### src/rtl/csi_pkg.sv
// Shared types and defaults for the CSI output-buffer read path.
package csi_pkg;

    localparam int CSI_DATA_WIDTH      = 32;
    localparam int CSI_NUM_SUBCARRIERS = 64;
    localparam int CSI_BRAM_LATENCY    = 2;
    localparam int CSI_FIFO_DEPTH      = 4;

    typedef enum logic [1:0] {
        RD_IDLE,
        RD_READ,
        RD_DRAIN
    } csi_rd_state_t;

    // One slot of the read-latency tracker: a word is coming back, and whether it ends the frame.
    typedef struct packed {
        logic valid;
        logic last;
    } rd_tag_t;

endpackage

### src/rtl/bram_read_pipe.sv
// Delay line that follows each BRAM read enable until its data appears.
// Advances every cycle; nothing downstream can stall it.
module bram_read_pipe
    import csi_pkg::*;
#(
    parameter int LATENCY = 2
) (
    input  logic    clk,
    input  logic    rst_n,
    input  rd_tag_t issue_tag,
    output rd_tag_t data_tag
);

    rd_tag_t [LATENCY:1] tag_pipe;

    // Shift the {valid,last} tags one stage per cycle; async clear drops any reads in flight.
    always_ff @(posedge clk or negedge rst_n) begin
        if (!rst_n) begin
            tag_pipe <= '0;
        end else begin
            tag_pipe[1] <= issue_tag;
            for (int i = 2; i <= LATENCY; i++) begin
                tag_pipe[i] <= tag_pipe[i-1];
            end
        end
    end

    assign data_tag = tag_pipe[LATENCY];

endmodule

### src/rtl/csi_bram_reader.sv
// Sweeps one CSI frame out of BRAM into a ready-less downstream FIFO.
// Reads are metered by a credit counter equal to the FIFO depth, so every
// word issued is guaranteed a slot when it returns.
module csi_bram_reader
    import csi_pkg::*;
#(
    parameter int ADDR_WIDTH   = 6,
    parameter int DATA_WIDTH   = CSI_DATA_WIDTH,
    parameter int NUM_SAMPLES  = CSI_NUM_SUBCARRIERS,
    parameter int READ_LATENCY = CSI_BRAM_LATENCY,
    parameter int FIFO_DEPTH   = CSI_FIFO_DEPTH
) (
    input  logic                  clk_in,
    input  logic                  rst_n_in,
    input  logic                  start_in,
    output logic                  busy_out,
    output logic                  done_out,
    output logic                  bram_en_out,
    output logic [ADDR_WIDTH-1:0] bram_addr_out,
    input  logic [DATA_WIDTH-1:0] bram_dout_in,
    output logic                  m_axis_tvalid,
    output logic [DATA_WIDTH:0]   m_axis_tdata,
    input  logic                  pop_in
);

    localparam int                    CRED_W    = $clog2(FIFO_DEPTH + 1);
    localparam int                    CSUM_W    = CRED_W + 1;
    localparam logic [CRED_W-1:0]     CRED_MAX  = CRED_W'(FIFO_DEPTH);
    localparam logic [ADDR_WIDTH-1:0] LAST_ADDR = ADDR_WIDTH'(NUM_SAMPLES - 1);

    csi_rd_state_t         state;
    logic [CRED_W-1:0]     credits;
    logic [CSUM_W-1:0]     credit_sum;
    logic [ADDR_WIDTH-1:0] addr;
    logic                  busy;
    logic                  issue;
    logic                  issue_last;
    logic                  frame_done;
    rd_tag_t               issue_tag;
    rd_tag_t               data_tag;

    // Issue only on registered credits: a pop this cycle frees a slot for next cycle, not this one.
    assign issue      = (state == RD_READ) && (credits != '0);
    assign issue_last = issue && (addr == LAST_ADDR);
    assign issue_tag  = '{valid: issue, last: issue_last};
    assign frame_done = data_tag.valid && data_tag.last;

    // Credit pool: one slot taken per read, one returned per FIFO pop. Clamped at full
    // so a stray pop cannot wrap the counter and unleash extra reads.
    assign credit_sum = {1'b0, credits} + CSUM_W'(pop_in) - CSUM_W'(issue);

    always_ff @(posedge clk_in or negedge rst_n_in) begin
        if (!rst_n_in) begin
            credits <= CRED_MAX;
        end else if (credit_sum > {1'b0, CRED_MAX}) begin
            credits <= CRED_MAX;
        end else begin
            credits <= credit_sum[CRED_W-1:0];
        end
    end

    // Frame sequencer: address walk in READ, wait for the tagged last word in DRAIN.
    always_ff @(posedge clk_in or negedge rst_n_in) begin
        if (!rst_n_in) begin
            state <= RD_IDLE;
            addr  <= '0;
            busy  <= 1'b0;
        end else begin
            case (state)
                RD_IDLE: begin
                    if (start_in) begin
                        state <= RD_READ;
                        busy  <= 1'b1;
                        addr  <= '0;
                    end
                end
                RD_READ: begin
                    if (issue) begin
                        // Hold the final address rather than stepping past the frame.
                        if (issue_last) state <= RD_DRAIN;
                        else            addr  <= addr + 1'b1;
                    end
                end
                RD_DRAIN: begin
                    if (frame_done) begin
                        state <= RD_IDLE;
                        busy  <= 1'b0;
                    end
                end
                default: state <= RD_IDLE;
            endcase
        end
    end

    bram_read_pipe #(
        .LATENCY (READ_LATENCY)
    ) u_pipe (
        .clk       (clk_in),
        .rst_n     (rst_n_in),
        .issue_tag (issue_tag),
        .data_tag  (data_tag)
    );

    assign busy_out      = busy;
    assign done_out      = frame_done;
    assign bram_en_out   = issue;
    assign bram_addr_out = addr;
    assign m_axis_tvalid = data_tag.valid;
    // Data rides straight through from BRAM; forced to zero when no word is presented.
    assign m_axis_tdata  = data_tag.valid ? {data_tag.last, bram_dout_in} : '0;

    // A pop with every credit home means the FIFO popped a word it never received.
    credit_overflow : assert property (@(posedge clk_in) disable iff (!rst_n_in)
        !(pop_in && credits == CRED_MAX));

endmodule
### config.mk
export PLATFORM = sky130hd
export DESIGN_NAME = csi_bram_reader
export DESIGN_NICKNAME = d
export VERILOG_FILES = /design/src/rtl/csi_pkg.sv /design/src/rtl/bram_read_pipe.sv /design/src/rtl/csi_bram_reader.sv
export SDC_FILE = /design/constraint.sdc
export NUM_CORES = 1
export LEC_CHECK = 0
export BUFFER_PORTS_ARGS = -buffer_cell sky130_fd_sc_hd__buf_4
export CELL_PAD_IN_SITES_DETAIL_PLACEMENT = 1
export CELL_PAD_IN_SITES_GLOBAL_PLACEMENT = 2
export CORE_MARGIN = 5
export CORE_UTILIZATION = 19
export DETAILED_ROUTE_END_ITERATION = 8
export PLACE_DENSITY_LB_ADDON = 0.05
export RECOVER_POWER = 50
export SYNTH_ARGS = -nofsm -noshare
export SYNTH_HDL_FRONTEND = slang
export SYNTH_SLANG_ARGS = --single-unit
### constraint.sdc
create_clock -name clk_in -period 2.3 [get_ports clk_in]
set_input_delay 0.115 -clock clk_in [delete_from_list [all_inputs] [get_ports clk_in]]
set_output_delay 0.115 -clock clk_in [all_outputs]
set_load 0.02 [all_outputs]
==> impl_metrics.env <==
export IMPL_status="complete, no violations"
export IMPL_skew_ps=0.958
export IMPL_grt_max_degree=25
export IMPL_clock_tree_buffer_depth=2
export IMPL_cts_reportedPaths_clkPinSlew_ps=70
export IMPL_h_tree_depth=1
export IMPL_cts_root_buf="clkbuf_8"
export IMPL_dieArea_um2=7270
export IMPL_nFillCells=667
export IMPL_whs_endpoint="busy_out$_DFFE_PN0P_"
export IMPL_die_h_um=85.3
export IMPL_synth_most_common_cell="and2_1"
export IMPL_dp_hpwl_mm=3.12
export IMPL_cp_cell_sequence="nor3_4 > nor2_4 > ha_1 > inv_1 > ha_1 > inv_1 > fa_1 > xnor2_1 > nand3_2 > nor2_1"
export IMPL_synth_area_top_cells="dfrtp_1 35%, and2_1 20%, ha_1 7.0%"
export IMPL_fin_hold_ws_ps=179
export IMPL_cp_start_kind="flip-flop"
export IMPL_clock_latency_ps=250
export IMPL_chipWidth_um=85.3
export IMPL_p_seq_frac=0.224
export IMPL_fin_util=0.329
export IMPL_ys_async_sr_fraction=1.00
export IMPL_netlist_area_um2=1080
export IMPL_yosysWarnings=0
export IMPL_cts_buffers=3
export IMPL_layoutNonFillerInstCount=273
export IMPL_synth_nets=161
export IMPL_drt_iter0_markers=23
export IMPL_hold_viol=0
export IMPL_worst_slew_pin_slew_ps=910
export IMPL_holdPathStages=3
export IMPL_dr_pass1_iters=3
export IMPL_setup_violations_final=0
export IMPL_rrSetupSlack_ps=140
export IMPL_slew_headroom=0.394
export IMPL_cellLeakagePower_nw=0.900
export IMPL_synth_top_area_share=0.349
export IMPL_swShare=0.473
export IMPL_p_int_mw=1.26
export IMPL_io_pins=79
export IMPL_synthCells=118
export IMPL_p_sw_mw=1.13
export IMPL_synth_seq_cells=16
export IMPL_fmax_mhz=463
export IMPL_slowest_delay_ps=570
export IMPL_arrival_ps=2340
export IMPL_port_buffers=78
export IMPL_core_um2=5510
export IMPL_drc=0
export IMPL_r2r_end="credits[0]$_DFF_PN0_"
export IMPL_crit_slowest_cell="dfstp_2"
export IMPL_grt_pass1_vias=1135
export IMPL_grt_pass1_wl_mm=5.98
export IMPL_r2r_start="credits[2]$_DFF_PN1_"
export IMPL_yosysTopAreaCell="dfrtp_1"
export IMPL_layout_drive_gt1_share=0.443
export IMPL_powerDensity_nw_per_um2=1320
export IMPL_path_class="flip-flop to flip-flop"
export IMPL_num_vias=1151
export IMPL_nets=245
export IMPL_min_period_ps=2160
export IMPL_end_kind="flip-flop"
export IMPL_peakVddDrop_uv=545
export IMPL_hp_start="start_in"
export IMPL_grtUsageTotal=0.100
export IMPL_crit_path_max_fanout=4
export IMPL_rows=27
export IMPL_cts_tree="built"
export IMPL_period_share=0.939
export IMPL_antenna_found_initial=0
export IMPL_slew_violations=0
export IMPL_synth_edf_count=0
export IMPL_ys_flop_type="dfrtp_1"
export IMPL_reg2reg_depth=10
export IMPL_combPwrFrac=0.670
export IMPL_holdCritPathClass="input pin to flip-flop"
export IMPL_routed_wl_mm=3.89
export IMPL_via_per_inst=4.22
export IMPL_num_antenna_cells=0
export IMPL_overflow=0
export IMPL_yosys_top_cells_count="34 x and2_1, 15 x dfrtp_1, 9 x inv_1"
export IMPL_worstPathRequired_ps=2480
export IMPL_antenna_left=0
export IMPL_maxCapViolCount=0
export IMPL_initial_core_util=0.195
export IMPL_synthDistinctLibCells=32
export IMPL_wire_per_inst_um=14.3
export IMPL_gp_congestion=0.751
export IMPL_syn_to_final_growth_pct=68.3
export IMPL_clkSinkCount=16
export IMPL_dp_cells=266
export IMPL_p_clk_frac=0.106
export IMPL_yosysSeqAreaShare=0.373
export IMPL_syn_area_per_cell_um2=9.12
-- cell usage in the layout, fill, tap and decap left out, types with 2 or more instances in the layout --
master / netlist / final
nor4_1: 2 / 2
inv_1: 9 / 9
a21oi_1: 2 / 2
nand2_1: 6 / 6
nor3_1: 2 / 2
and2_0: 0 / 8
and2_1: 34 / 26
a31o_2: 2 / 2
o21ai_0: 7 / 7
clkbuf_1: 3 / 10
and3_1: 2 / 2
nand3_1: 4 / 3
buf_4: 1 / 73
nor2_1: 4 / 3
nand2b_1: 3 / 2
ha_1: 6 / 6
clkbuf_8: 0 / 4
dfrtp_1: 15 / 15
-- cell families (layout without fill, tap and decap cells) --
kind of cell | Yosys count | count (layout) | share of synthesized area
xor+xnor | 1 | 1 | 0.00814
buf+inv | 14 | 97 | 0.0535
compound gates | 18 | 18 | 0.116
fa+ha+maj | 7 | 7 | 0.0884
simple gates | 62 | 62 | 0.360
flops | 16 | 16 | 0.373
-- sequential cells by signal, summed over array words and instances, names as in the netlist --
name / flops
u_pipe.data_tag: 2
busy_out: 1
state: 2
credits: 3
u_pipe.tag_pipe: 2
bram_addr_out: 6
-- worst max-delay path by stage --
stage | from | end | slack [ps] | cells after the start
floorplan | credits[1]$_DFF_PN0_ | credits[0]$_DFF_PN0_ | 140 | 9
CTS | credits[1]$_DFF_PN0_ | credits[1]$_DFF_PN0_ | 70 | 10
global route | credits[2]$_DFF_PN1_ | credits[0]$_DFF_PN0_ | -10 | 10
global placement | state[1]$_DFFE_PN0P_ | credits[1]$_DFF_PN0_ | 160 | 9
finish | credits[2]$_DFF_PN1_ | credits[0]$_DFF_PN0_ | 140 | 10
detailed placement | credits[1]$_DFF_PN0_ | credits[1]$_DFF_PN0_ | 80 | 10
-- power by group through the flow --
stage / Combinational, mW / Clock [mW] / Sequential (mW)
after global routing: 1.77 / 0.281 / 0.556
final: 1.60 / 0.255 / 0.536
after CTS: 1.66 / 0.270 / 0.538
after floorplan: 0.977 / 0 / 0.583
after detailed placement: 1.65 / 0 / 0.543
after global placement: 1.62 / 0 / 0.534
-- critical path, delay by kind of cell, from the launching register on --
family        cells  cell delay [ps]
fa+ha+maj         3              770
xor+xnor          1              190
buf+inv           2              120
flops             1              570
simple gates      4              430
-- layer usage --
layer | track usage | share of wire | vias to the layer above | routed length [um]
met2 | 0.164 | 0.46 | 50 | 1780
met1 | 0.134 | 0.45 | 540 | 1770
li1 | - | - | 557 | -
met5 | 0 | 0 | - | 0
met3 | 0.0233 | 0.080 | 4 | 313
met4 | 0.0216 | 0.0069 | 0 | 27
-- stage by stage --
step / setup TNS (ps) / setup WS [ps] / power, mW / area, um2
global route: -14.4 / -14.4 / 2.61 / 1810
detailed placement: 0 / 83.2 / 2.19 / 1770
finish: 0 / 141 / 2.39 / 1810
global placement: 0 / 161 / 2.16 / 1770
CTS: 0 / 66.6 / 2.46 / 1830
floorplan: 0 / 136 / 1.56 / 1090
-- final cells by class --
type / instances / area, um2 / share of cell area
flip-flops and latches: 16 / 402 / 0.222
inverters: 9 / 33.8 / 0.0187
multi-input cells: 88 / 634 / 0.350
repair buffers: 84 / 596 / 0.329
clock buffers: 4 / 55.1 / 0.0304
well taps: 72 / 90.1 / 0.0498
-- repair_timing --
item                                    in CTS  in global routing
endpoints found under the hold margin       16                  0
buffers inserted                             0                  2
gates resized for setup                      0                  1
endpoints found under the setup margin       0                  2
hold buffers                                 1                  0
No activity file was read; power rests on OpenSTA's default activity.
